[src/rtl/cve2_sleep_ctrl_if.sv]
// Signal bundle between the sleep controller and its environment.
// The controller uses the slave view; whatever drives the hart requests uses the master view.
interface cve2_sleep_ctrl_if #(
    parameter int NumHarts = 2,
    parameter int WakeSrcW = 4,
    parameter int WakeCntW = 16
);
    logic                         test_en_i;
    logic [NumHarts-1:0]          fetch_enable_i;
    logic [NumHarts-1:0]          core_busy_i;
    logic [NumHarts-1:0]          debug_req_i;
    logic [NumHarts-1:0]          irq_nm_i;
    logic [NumHarts*WakeSrcW-1:0] wake_i;
    logic [NumHarts*WakeSrcW-1:0] wake_mask_i;
    logic [NumHarts-1:0]          wake_cnt_clr_i;

    logic [NumHarts-1:0]          clk_en_o;
    logic [NumHarts-1:0]          fetch_enable_o;
    logic [NumHarts-1:0]          core_sleep_o;
    logic                         all_sleep_o;
    logic [NumHarts*WakeCntW-1:0] wake_cnt_o;

    modport master (
        output test_en_i, fetch_enable_i, core_busy_i, debug_req_i, irq_nm_i,
        output wake_i, wake_mask_i, wake_cnt_clr_i,
        input  clk_en_o, fetch_enable_o, core_sleep_o, all_sleep_o, wake_cnt_o
    );

    modport slave (
        input  test_en_i, fetch_enable_i, core_busy_i, debug_req_i, irq_nm_i,
        input  wake_i, wake_mask_i, wake_cnt_clr_i,
        output clk_en_o, fetch_enable_o, core_sleep_o, all_sleep_o, wake_cnt_o
    );
endinterface

[src/rtl/cve2_sleep_ctrl.sv]
// Per-hart clock-gating controller: idles a hart after IdleDelay quiet cycles, wakes it
// combinationally on debug, NMI or unmasked wake sources, and counts wake-ups.
module cve2_sleep_ctrl #(
    parameter int NumHarts  = 2,
    parameter int WakeSrcW  = 4,
    parameter int IdleDelay = 4,
    parameter int WakeCntW  = 16
) (
    input  logic               clk_i,
    input  logic               rst_i,
    cve2_sleep_ctrl_if.slave   bus
);

    typedef enum logic [1:0] {
        ST_OFF   = 2'd0,
        ST_RUN   = 2'd1,
        ST_IDLE  = 2'd2,
        ST_SLEEP = 2'd3
    } state_e;

    localparam bit                ZeroDelay  = (IdleDelay == 0);
    localparam logic [7:0]        IdleLoad   = ZeroDelay ? 8'd0 : 8'(IdleDelay - 1);
    localparam logic [WakeCntW-1:0] WakeCntMax = {WakeCntW{1'b1}};

    logic [NumHarts-1:0] fetch_en_r;
    logic [NumHarts-1:0] busy_r;
    logic [NumHarts-1:0] fetch_live_s;
    logic [NumHarts-1:0] wake_any_s;
    logic [NumHarts-1:0] clk_en_int_s;
    logic [NumHarts-1:0] core_sleep_s;

    // Sticky fetch-enable latch and registered busy, shared by all per-hart FSMs
    always_ff @(posedge clk_i) begin
        if (rst_i) begin
            fetch_en_r <= {NumHarts{1'b0}};
            busy_r     <= {NumHarts{1'b0}};
        end else begin
            fetch_en_r <= fetch_en_r | bus.fetch_enable_i;
            busy_r     <= bus.core_busy_i;
        end
    end

    // Masking with rst_i keeps every output at its reset value while reset is held.
    assign fetch_live_s = fetch_en_r & ~{NumHarts{rst_i}};

    for (genvar h = 0; h < NumHarts; h++) begin : g_hart
        state_e              state_r;
        state_e              state_nxt_s;
        logic [7:0]          idle_cnt_r;
        logic [7:0]          idle_cnt_nxt_s;
        logic [WakeCntW-1:0] wake_cnt_r;
        logic                wake_inc_s;

        assign wake_any_s[h] = bus.debug_req_i[h] | bus.irq_nm_i[h]
                             | (|(bus.wake_i[h*WakeSrcW +: WakeSrcW]
                                & bus.wake_mask_i[h*WakeSrcW +: WakeSrcW]));

        // Next-state, idle countdown and wake-event detection
        always_comb begin
            state_nxt_s    = state_r;
            idle_cnt_nxt_s = idle_cnt_r;
            wake_inc_s     = 1'b0;
            case (state_r)
                ST_OFF: begin
                    if (fetch_en_r[h]) begin
                        state_nxt_s = ST_RUN;
                    end else begin
                        state_nxt_s = ST_OFF;
                    end
                end
                ST_RUN: begin
                    if (!busy_r[h] && !wake_any_s[h]) begin
                        if (ZeroDelay) begin
                            state_nxt_s = ST_SLEEP;
                        end else begin
                            state_nxt_s    = ST_IDLE;
                            idle_cnt_nxt_s = IdleLoad;
                        end
                    end else begin
                        state_nxt_s = ST_RUN;
                    end
                end
                ST_IDLE: begin
                    if (busy_r[h] || wake_any_s[h]) begin
                        state_nxt_s    = ST_RUN;
                        idle_cnt_nxt_s = 8'd0;
                    end else if (idle_cnt_r == 8'd0) begin
                        state_nxt_s = ST_SLEEP;
                    end else begin
                        idle_cnt_nxt_s = idle_cnt_r - 8'd1;
                    end
                end
                ST_SLEEP: begin
                    if (busy_r[h] || wake_any_s[h]) begin
                        state_nxt_s = ST_RUN;
                        wake_inc_s  = 1'b1;
                    end else begin
                        state_nxt_s = ST_SLEEP;
                    end
                end
                default: begin
                    state_nxt_s    = ST_OFF;
                    idle_cnt_nxt_s = 8'd0;
                end
            endcase
        end

        // State, idle counter and saturating wake counter (clear beats increment)
        always_ff @(posedge clk_i) begin
            if (rst_i) begin
                state_r    <= ST_OFF;
                idle_cnt_r <= 8'd0;
                wake_cnt_r <= {WakeCntW{1'b0}};
            end else begin
                state_r    <= state_nxt_s;
                idle_cnt_r <= idle_cnt_nxt_s;
                if (bus.wake_cnt_clr_i[h]) begin
                    wake_cnt_r <= {WakeCntW{1'b0}};
                end else if (wake_inc_s && (wake_cnt_r != WakeCntMax)) begin
                    wake_cnt_r <= wake_cnt_r + WakeCntW'(1);
                end else begin
                    wake_cnt_r <= wake_cnt_r;
                end
            end
        end

        // Wake sources bypass the FSM so the clock returns in the same cycle.
        assign clk_en_int_s[h] = fetch_live_s[h]
                               & ((state_r != ST_SLEEP) | wake_any_s[h] | busy_r[h]);
        assign bus.wake_cnt_o[h*WakeCntW +: WakeCntW] = rst_i ? {WakeCntW{1'b0}} : wake_cnt_r;
    end

    assign core_sleep_s       = fetch_live_s & ~clk_en_int_s;
    assign bus.clk_en_o       = clk_en_int_s | {NumHarts{bus.test_en_i}};
    assign bus.fetch_enable_o = fetch_live_s;
    assign bus.core_sleep_o   = core_sleep_s;
    assign bus.all_sleep_o    = &core_sleep_s;

endmodule
[src/flat_wrapper.sv]
// flat-port wrapper written by rule: the top's interface ports become plain ports
module cve2_sleep_ctrl_flat 
#(
    parameter int NumHarts  = 2,
    parameter int WakeSrcW  = 4,
    parameter int IdleDelay = 4,
    parameter int WakeCntW  = 16
)
  (clk_i, rst_i, bus_test_en_i, bus_fetch_enable_i, bus_core_busy_i, bus_debug_req_i, bus_irq_nm_i, bus_wake_i, bus_wake_mask_i, bus_wake_cnt_clr_i, bus_clk_en_o, bus_fetch_enable_o, bus_core_sleep_o, bus_all_sleep_o, bus_wake_cnt_o);
  cve2_sleep_ctrl_if #(.NumHarts(NumHarts), .WakeSrcW(WakeSrcW), .WakeCntW(WakeCntW)) bus_i ();
  input  logic clk_i;
  input  logic rst_i;
  input wire logic [$bits(bus_i.test_en_i)-1:0] bus_test_en_i;
  input wire logic [$bits(bus_i.fetch_enable_i)-1:0] bus_fetch_enable_i;
  input wire logic [$bits(bus_i.core_busy_i)-1:0] bus_core_busy_i;
  input wire logic [$bits(bus_i.debug_req_i)-1:0] bus_debug_req_i;
  input wire logic [$bits(bus_i.irq_nm_i)-1:0] bus_irq_nm_i;
  input wire logic [$bits(bus_i.wake_i)-1:0] bus_wake_i;
  input wire logic [$bits(bus_i.wake_mask_i)-1:0] bus_wake_mask_i;
  input wire logic [$bits(bus_i.wake_cnt_clr_i)-1:0] bus_wake_cnt_clr_i;
  output wire logic [$bits(bus_i.clk_en_o)-1:0] bus_clk_en_o;
  output wire logic [$bits(bus_i.fetch_enable_o)-1:0] bus_fetch_enable_o;
  output wire logic [$bits(bus_i.core_sleep_o)-1:0] bus_core_sleep_o;
  output wire logic [$bits(bus_i.all_sleep_o)-1:0] bus_all_sleep_o;
  output wire logic [$bits(bus_i.wake_cnt_o)-1:0] bus_wake_cnt_o;
  assign bus_i.test_en_i = bus_test_en_i;
  assign bus_i.fetch_enable_i = bus_fetch_enable_i;
  assign bus_i.core_busy_i = bus_core_busy_i;
  assign bus_i.debug_req_i = bus_debug_req_i;
  assign bus_i.irq_nm_i = bus_irq_nm_i;
  assign bus_i.wake_i = bus_wake_i;
  assign bus_i.wake_mask_i = bus_wake_mask_i;
  assign bus_i.wake_cnt_clr_i = bus_wake_cnt_clr_i;
  assign bus_clk_en_o = bus_i.clk_en_o;
  assign bus_fetch_enable_o = bus_i.fetch_enable_o;
  assign bus_core_sleep_o = bus_i.core_sleep_o;
  assign bus_all_sleep_o = bus_i.all_sleep_o;
  assign bus_wake_cnt_o = bus_i.wake_cnt_o;
  cve2_sleep_ctrl #(.NumHarts(NumHarts), .WakeSrcW(WakeSrcW), .IdleDelay(IdleDelay), .WakeCntW(WakeCntW)) u_core (.clk_i(clk_i), .rst_i(rst_i), .bus(bus_i));
endmodule
[config.mk]
export PLATFORM = sky130hd
export DESIGN_NAME = cve2_sleep_ctrl_flat
export DESIGN_NICKNAME = d
export VERILOG_FILES = /design/src/rtl/cve2_sleep_ctrl_if.sv /design/src/rtl/cve2_sleep_ctrl.sv /design/src/flat_wrapper.sv
export SDC_FILE = /design/constraint.sdc
export NUM_CORES = 1
export LEC_CHECK = 0
export BUFFER_PORTS_ARGS = -buffer_cell sky130_fd_sc_hd__buf_4
export CORE_MARGIN = 2
export CORE_UTILIZATION = 55
export CTS_CLUSTER_DIAMETER = 40
export DETAILED_ROUTE_END_ITERATION = 16
export PLACE_DENSITY = 0.8
export SLEW_MARGIN = 20
export SYNTH_ARGS = -nofsm -noshare
export SYNTH_HDL_FRONTEND = slang
export SYNTH_SLANG_ARGS = --single-unit
[constraint.sdc]
create_clock -name clk_i -period 3.85 [get_ports clk_i]
set_clock_uncertainty 0.15 [all_clocks]
set_input_delay 0.385 -clock clk_i [delete_from_list [all_inputs] [get_ports clk_i]]
set_output_delay 0.385 -clock clk_i [all_outputs]
set_load 0.02 [all_outputs]
---- After elaboration in Yosys (flattened, before gate mapping) ----
Cells that the tools add are included.
storage, ports and cells
  output and inout port bits .............. 39
  flip-flop bits (word level) ............. 56
  input port bits ......................... 29
operators by class
  reduce and logical (&&, ||, !) cells .... 23
  add/sub/neg operators ................... 4
  bitwise operators ....................... 18
  equal/unequal tests ..................... 16
  mux-type cells .......................... 26
operators with widths
  cell                                                                     count
  8-bit 2-to-1 mux                                                         6
  16-bit by 1-bit adder with 16-bit output, second input constant          2
  16-bit 2-to-1 mux                                                        2
  16-bit inequality test, second input constant                            2
  8-bit case mux with 2 select lines                                       2
  8-bit zero test                                                          2
  2-bit 2-to-1 mux                                                         8
  2-bit case mux with 4 select lines                                       2
  8-bit by 1-bit subtractor with 8-bit output, second input constant       2
  4-bit bitwise AND                                                        2
  2-bit equality test, second input constant                               4
  1-bit bitwise OR                                                         8
  4-bit OR reduction                                                       2
  1-bit 2-to-1 mux                                                         6
  3-bit by 1-bit inequality test with 1-bit output, second input constant  2
  3-bit by 2-bit inequality test with 1-bit output, second input constant  2
  3-bit AND reduction                                                      2
  2-bit bitwise AND                                                        2
  2-bit by 1-bit equality test with 1-bit output, second input constant    2
  1-bit logical AND                                                        4
  1-bit zero test                                                          4
  2-bit zero test                                                          2
  2-bit by 1-bit inequality test with 1-bit output, second input constant  2
  2-bit inequality test, second input constant                             2
  other kinds (7)                                                          13

---- Depth between registers and ports, before layout ----
Gate-level depths: netlist of the first run.
  depth after elaboration ................. 9
  mapped depth ............................ 8
  depth with buffers taken out ............ 7

---- Worst setup path after synthesis of the first run ----
Ideal clock, no wire load.
  kind .................................... input-to-output
  start ................................... in bus_wake_i[2]
  end ..................................... out bus_all_sleep_o
  arrival time ............................ 1.934 ns
  setup slack ............................. 1.381 ns
  stages on the path ...................... 5
  path buffers ............................ 0
  required time ........................... 3.315 ns
  path through ............................ a211oi_2 and3_1 nand2_1 nor3_1 and2_1
on the way
  cells in the longest elaborated chain, start to end .. 9
RTL lines
  what                            line                    RTL
  start, declared                 flat_wrapper.sv:18      input wire logic [$bits(bus_i.wake_i)-1:0] bus_wake_i;
  4-bit bitwise AND               cve2_sleep_ctrl.sv:56   & bus.wake_mask_i[h*WakeSrcW +: WakeSrcW]));
  4-bit OR reduction              cve2_sleep_ctrl.sv:55   | (|(bus.wake_i[h*WakeSrcW +: WakeSrcW]
  1-bit bitwise OR                cve2_sleep_ctrl.sv:55
  1-bit bitwise OR (2 in series)  cve2_sleep_ctrl.sv:129  & ((state_r != ST_SLEEP) | wake_any_s[h] | busy_r[h]);
  1-bit bitwise AND               cve2_sleep_ctrl.sv:129
  2-bit NOT                       cve2_sleep_ctrl.sv:133  assign core_sleep_s = fetch_live_s & ~clk_en_int_s;
  2-bit bitwise AND               cve2_sleep_ctrl.sv:133
  via bus_core_sleep_o[0]         flat_wrapper.sv:23      output wire logic [$bits(bus_i.core_sleep_o)-1:0] bus_core_sleep_o;
  2-bit AND reduction             cve2_sleep_ctrl.sv:137  assign bus.all_sleep_o = &core_sleep_s;
  end, declared                   flat_wrapper.sv:24      output wire logic [$bits(bus_i.all_sleep_o)-1:0] bus_all_sleep_o;
The timed path passes the listed nets, and every way through them passes these cells.

---- Final worst setup path of the first run ----
  start ................................... reg u_core.busy_r[0]
  end ..................................... out bus_all_sleep_o
on the way
  cells in the longest elaborated chain, start to end .. 5
RTL lines
  what                    line                    RTL
  start, declared         cve2_sleep_ctrl.sv:26   logic [NumHarts-1:0] busy_r;
  start signal, assigned  cve2_sleep_ctrl.sv:36   busy_r <= {NumHarts{1'b0}};
  start signal, assigned  cve2_sleep_ctrl.sv:39   busy_r <= bus.core_busy_i;
  1-bit bitwise OR        cve2_sleep_ctrl.sv:129
  1-bit bitwise AND       cve2_sleep_ctrl.sv:129
  2-bit NOT               cve2_sleep_ctrl.sv:133
  2-bit bitwise AND       cve2_sleep_ctrl.sv:133
  2-bit AND reduction     cve2_sleep_ctrl.sv:137
No other way between the ends.

==> flow_summary.yaml, run 1 <==
logic_synthesis:
  yosys.area.top_type: "dfxtp_1"
  syn_area_sq_um: 3370
  synthArstFlopShare_pct: 0
  synth_top_area_share_pct: 33.2
  ys_ff_latch: 56
  ys_types: 56
  synth.area.top_cells: "dfxtp_1 33%, nor2b_1 5.9%, nor2_1 5.7%, ha_1 5.2%, xnor2_1 4.4%"
  syn_nets: 462
  yosysMostFrequentCell: "dfxtp_1"
  ys.warnings.count: 0
  synth_cells: 419
  yosysSeqAreaShare_pct: 33.2
  synth_edf_count: 0
  synth_top_flop_cell: "dfxtp_1"
  synth_common_cells: "56 x dfxtp_1, 51 x nor2_1, 32 x nor2b_1"
  synth.avg_cell_area_sq_um: 8.05
cts:
  post_cts_buffers: 0
  tritoncts: "done"
  cts_buffers: 5
  ctsResizeCount: 0
  clkSlewWorstSetupHoldPaths_ns: 0.09
  cts_root_buf: "clkbuf_8"
  hold_buffers: 0
  worstSkewPairLatency_ns: 0.31
  cts.htree.levels: 2
  cts.sinks: 56
  cts_max_path_buffers: 2
power:
  combinationalPowerShare_pct: 13.5
  leakage_nw: 1.53
  power_density_nw_per_um2: 272
  swShare_pct: 25.8
  seqPwrFrac_pct: 54.7
  switching_power_mw: 0.281
  power_mw: 1.09
  clock_power_share_pct: 31.9
  intPower_mw: 0.808
  ir_worst_vdd_mv: 0.176
detailed_routing:
  wl_per_cell_um: 13.6
  drtIter0Drc: 146
  dr.pass1.iters: 5
  routed_wirelength_um: 7520
  ant_nets: 0
  drt-vias-per-instance: 5.72
  vias: 3161
  drc: 0
placed_design:
  portBuffers: 67
  place_congestion: 0.829
  dpl.cell_count: 546
  dp.final_hpwl_um: 5550
global_route:
  grt_max_degree: 54
  grt_pass1_vias: 2742
  gr-total-overflow: 0
  grt_pass1_wl_um: 12200
  antenna_found_initial: 0
  grt_usage_pct: 22.8
worst_setup_path:
  worstPathArrival_ns: 1.86
  cp_max_fo: 5
  crit_path_top_delay_cell: "dfxtp_1"
  rrSetupSlack_ns: 1.52
  crit_buf_inv: 1
  worstSetupPathType: "reg2out"
  crit_family: "simple AND/OR/NAND/NOR gates"
  r2r-end: "u_core.g_hart[0].wake_cnt_r[7]"
  crit_path_end_kind: "primary output"
  crit_required_ns: 3.31
  path_cells: "a221oi_4 -> and3_1 -> nand2_1 -> nor3_1 -> and2_1 -> buf_4"
  cpPeakStageDelay_ns: 0.35
  critPathLaunchType: "register"
  rr_startpoint: "u_core.g_hart[0].wake_cnt_r[0]"
  r2r_cells: 7
final_layout:
  antenna_cells: 0
  final_util_pct: 67.6
  syn_to_final_growth_pct: 18.7
  stdcell_count: 553
  nets: 521
  layout-drive-gt1-share_pct: 19.7
sta:
  setup_viol: 0
  clock.fmax_ghz: 0.417
  tightestPinTransition_ns: 0.726
  drv_slew: 0
  rsz0062_at_grt: "false"
  relSlewSlack_pct: 51.2
  period_share_pct: 62.3
  min_period_ns: 2.40
  hold_viol: 0
  fin_setup_tns_ns: 0
die:
  die_height_um: 82.3
  io_pins: 68
  dieArea_sq_um: 6780
  die_width_um: 82.3
  core-area_sq_um: 5920
  rows: 28
  start_util_pct: 57.0
worst_hold_path:
  hp-start: "bus_fetch_enable_i[1]"
  whs_endpoint: "u_core.fetch_en_r[1]"
  whs_path_depth: 3
  min_path_type: "in2reg"
flow_run:
  cap_violations: 0
status:
  status: "finished, final reports clean"
## logic make-up after synthesis
kind of cell             share of synthesized area, %
multiplexers                                    0.593
buffers and inverters                            4.34
AO/OA/AOI/OAI                                    19.2
adder cells (fa/ha/maj)                          5.19
AND/OR/NAND/NOR                                  32.3
flip-flops                                       33.2
XOR/XNOR                                         5.19
## metrics by stage
stage	hold WS [ns]	worst slack, ns	cell area [sq um]
3_5_place_dp	0.310	1.49	3910
3_3_place_gp	0.302	1.56	3910
5_1_grt	0.139	1.32	4000
4_1_cts	0.122	1.43	4000
2_1_floorplan	0.283	1.38	3370
6_report	0.134	1.45	4000
## worst reg2reg max path, stage by stage, from the launching register on
cell,delay [ns]
dfxtp_1,0.43
ha_1,0.19
nand3_1,0.20
nor4_1,0.69
buf_4,0.27
nor3_1,0.07
xnor2_1,0.15
nor2_1,0.06
## how the worst max path moves through the flow
stage	start	endpoint	slack (ns)	depth (start not counted)
floorplan	bus_wake_i[2]	bus_all_sleep_o	1.38	5
global placement	bus_wake_i[2]	bus_all_sleep_o	1.56	7
detailed placement	bus_wake_i[2]	bus_all_sleep_o	1.49	7
CTS	u_core.busy_r[0]	bus_all_sleep_o	1.43	6
global route	u_core.busy_r[0]	bus_all_sleep_o	1.32	6
finish	u_core.busy_r[0]	bus_all_sleep_o	1.45	6
## power by group through the flow
stage | registers [mW] | clock network, mW | logic (mW)
after CTS | 0.596 | 0.361 | 0.146
after detailed placement | 0.609 | 0 | 0.146
final | 0.595 | 0.347 | 0.147
after global placement | 0.609 | 0 | 0.142
after global routing | 0.597 | 0.376 | 0.163
after floorplan | 0.607 | 0 | 0.0988
## state kept, by name, indices dropped and copies added, names as in the netlist
signal / count
u_core.g_hart.idle_cnt_r: 16
u_core.g_hart.wake_cnt_r: 32
u_core.busy_r: 2
u_core.g_hart.state_r: 4
u_core.fetch_en_r: 2
## layout by cell type, fill, tap and decap left out, types with 3 or more instances in the layout
master    netlist  routed
buf_4           0      68
dfxtp_1        56      56
nor2_1         51      51
nor2b_1        32      32
nand2_1        29      29
nand3_1        23      23
inv_1          20      20
a21oi_1        18      18
xnor2_1        17      17
nor3_1         16      16
o21ai_0        16      16
ha_1           14      14
nand4_1        13      13
o211ai_1        9       9
clkbuf_8        0       7
and3_1          6       6
a31oi_1         6       6
a31o_2          6       6
nor4_1          6       6
a21o_1          5       5
a211oi_1        5       5
o31ai_1         4       4
and2_1          3       3
or2_2           3       3
or4_1           3       3
xor2_1          3       3
and4_1          3       3
a311oi_1        3       3
## final cells by class
| class | count | area (sq um) |
|---|---|---|
| fillers | 527 | 1920 |
| flip-flops and latches | 56 | 1120 |
| repair buffers | 68 | 510 |
| well taps | 75 | 93.8 |
| clock buffers | 7 | 96.3 |
| inverters | 20 | 75.1 |
| multi-input cells | 327 | 2110 |
## metal layers
metal	global-route usage (%)	up-vias	wire length, um
met5	0	-	0
li1	-	1619	-
met4	5.33	0	61
met2	38.8	68	3640
met3	4.35	6	307
met1	29.7	1468	3510
(Power assumes the default switching activity.)
==> run 2: changes to the inputs <==
Settings changed: ABC_AREA from default to 1, PLACE_DENSITY 0.8 to 0.79.
Clock period 3.85 ns to 2.3 ns, I/O delays scaled along.
==> run 2 against run 1 <==
Against the previous run: setup slack lost 1.1 ns; critical path type unchanged; cell count grew 36%; count of clock-buffer cells in the layout is the same; design area grew 9.8%; first-iteration DRC count shrank 17%; largest cell class unchanged.
==> flow_summary.yaml, run 2 <==
cts:
  worstSkewPairLatency_ns: 0.31
  cts_buffers: 5
  post_cts_buffers: 0
  ctsResizeCount: 0
  cts.htree.levels: 2
  cts_root_buf: "clkbuf_8"
  clkSlewWorstSetupHoldPaths_ns: 0.10
  tritoncts: "done"
  cts.sinks: 56
  cts_max_path_buffers: 2
die:
  dieArea_sq_um: 7430
  io_pins: 68
  die_width_um: 86.2
  core-area_sq_um: 6420
  start_util_pct: 57.8
  rows: 29
  die_height_um: 86.2
worst_setup_path:
  rr_startpoint: "u_core.g_hart[0].wake_cnt_r[1]"
  r2r_cells: 10
  crit_start: "u_core.busy_r[1]"
  crit_buf_inv: 2
  worstSetupPathType: "reg2out"
  path_cells: "nor3_1 -> nand2_2 -> inv_1 -> nand2_1 -> nor4_1 -> buf_4"
  r2r-end: "u_core.g_hart[0].wake_cnt_r[5]"
  crit_family: "simple AND/OR/NAND/NOR gates"
  crit_path_top_delay_cell: "dfxtp_1"
  worstPathArrival_ns: 1.62
  crit_required_ns: 1.92
  crit_path_end_kind: "primary output"
  worstSetupEndpoint: "bus_all_sleep_o"
  critPathLaunchType: "register"
  rrSetupSlack_ns: 0.30
  cpPeakStageDelay_ns: 0.31
  path_depth: 6
  cp_max_fo: 10
sta:
  hold_viol: 0
  tightestPinTransition_ns: 0.605
  setup_viol: 0
  fin_setup_tns_ns: 0
  hold_ws_ns: 0.0529
  min_period_ns: 2.00
  rsz0062_at_grt: "false"
  clock.fmax_ghz: 0.501
  drv_slew: 0
  relSlewSlack_pct: 59.6
  period_share_pct: 86.7
placed_design:
  dp.final_hpwl_um: 6580
  portBuffers: 67
  place_congestion: 0.910
  dpl.cell_count: 742
power:
  switching_power_mw: 0.532
  power_density_nw_per_um2: 431
  seqPwrFrac_pct: 53.6
  power_mw: 1.89
  leakage_nw: 1.92
  swShare_pct: 28.1
  ir_worst_vdd_mv: 0.349
  intPower_mw: 1.36
  clock_power_share_pct: 30.2
  combinationalPowerShare_pct: 16.2
final_layout:
  nets: 719
  fillers: 567
  most-common-layout-cells: "159 x nand2_1, 123 x nor2_1, 82 x inv_1, 69 x buf_4, 56 x dfxtp_1"
  antenna_cells: 0
  largest_register: "u_core.g_hart.wake_cnt_r"
  final_common_cell: "nand2_1"
  layout-drive-gt1-share_pct: 14.9
  reg_top3: "u_core.g_hart.wake_cnt_r: 32 flops, u_core.g_hart.idle_cnt_r: 16 flops, u_core.g_hart.state_r: 4 flops"
  largest_reg_flops: 32
  stdcell_count: 754
  syn_to_final_growth_pct: 18.4
global_route:
  grt_pass1_vias: 3479
  grt_pass1_wl_um: 14800
  grt_usage_pct: 23.8
  antenna_found_initial: 0
  gr-total-overflow: 0
  grt_max_degree: 30
detailed_routing:
  drc: 0
  wl_per_cell_um: 11.5
  routed_wirelength_um: 8650
  dr.pass1.iters: 4
  ant_nets: 0
  vias: 3882
  drt-vias-per-instance: 5.15
  drtIter0Drc: 121
logic_synthesis:
  syn_area_sq_um: 3710
  synth_common_cells: "159 x nand2_1, 123 x nor2_1, 82 x inv_1"
  yosysSeqAreaShare_pct: 30.2
  synth_cells: 608
  synth_edf_count: 0
  yosysMostFrequentCell: "nand2_1"
  ys_ff_latch: 56
  ys.warnings.count: 0
  synth_top_area_share_pct: 30.2
  yosys.area.top_type: "dfxtp_1"
  syn_nets: 651
  synth.area.top_cells: "dfxtp_1 30%, nand2_1 16%, nor2_1 12%, inv_1 8.3%, ha_1 4.7%"
  ys_types: 30
  synth.avg_cell_area_sq_um: 6.11
  synthArstFlopShare_pct: 0
  synth_top_flop_cell: "dfxtp_1"
worst_hold_path:
  hp-start: "bus_wake_cnt_clr_i[1]"
  min_path_type: "in2reg"
status:
  status: "finished, final reports clean"
flow_run:
  cap_violations: 0
[run 2: kinds of logic (layout without fill, tap and decap cells)]
logic type	count (synthesis)	count (layout)	share of synthesized area (%)
adder cells (fa/ha/maj)	14	14	4.72
flip-flops	56	56	30.2
buffers and inverters	97	166	10.4
XOR/XNOR	19	19	4.48
AO/OA/AOI/OAI	68	68	10.2
AND/OR/NAND/NOR	354	354	40.0
[run 2: metrics by stage]
stage	utilization, %	worst slack [ns]	instance area (sq um)
4_1_cts	68.4	0.276	4400
3_5_place_dp	66.4	0.313	4260
2_1_floorplan	-	0.327	3710
6_report	68.4	0.305	4400
3_3_place_gp	66.4	0.393	4260
5_1_grt	68.4	0.106	4400
[run 2: cell type report]
cell class                      instances  area (sq um)  share of cell area, %
Multi-Input combinational cell        455          2210                   50.2
Tap cell                               77          96.3                   2.19
Clock buffer                            7          86.3                   1.96
Sequential cell                        56          1120                   25.5
Clock inverter                          1          7.51                  0.171
Timing Repair Buffer                   73           558                   12.7
Inverter                               85           319                   7.26
[run 2: worst min path at each step]
stage / endpoint / cells after the start / slack [ns]
floorplan: u_core.busy_r[0] / 2 / 0.19
global placement: u_core.fetch_en_r[0] / 3 / 0.28
detailed placement: u_core.busy_r[0] / 3 / 0.29
CTS: u_core.g_hart[1].wake_cnt_r[1] / 4 / 0.05
global route: u_core.g_hart[1].wake_cnt_r[1] / 4 / 0.06
finish: u_core.g_hart[1].wake_cnt_r[12] / 4 / 0.05
[run 2: worst min-delay path: stages]
cell     delay, ns
buf_4         0.08
nor2_1        0.06
nand2_1       0.07
nor2_1        0.04
[run 2: repair_timing]
action / 4_1_cts / 5_1_grt
endpoints found under the hold margin: 4 / 0
hold buffers: 4 / 0
setup endpoints to repair: 0 / 0
[run 2: routing by layer]
metal / part of all wire [%] / GRT usage, % / vias to the layer above
met2: 49 / 42.3 / 98
li1: - / - / 2025
met3: 4.6 / 3.33 / 9
met1: 45 / 30.5 / 1750
met5: 0 / 0 / -
met4: 1.1 / 5.68 / 0
[run 2: power by group through the flow]
stage	Clock (mW)	Combinational (mW)	Sequential, mW
2_1_floorplan	0	0.213	1.03
3_3_place_gp	0	0.289	1.04
3_5_place_dp	0	0.299	1.04
4_1_cts	0.590	0.306	1.01
5_1_grt	0.617	0.352	1.02
6_report	0.572	0.306	1.01
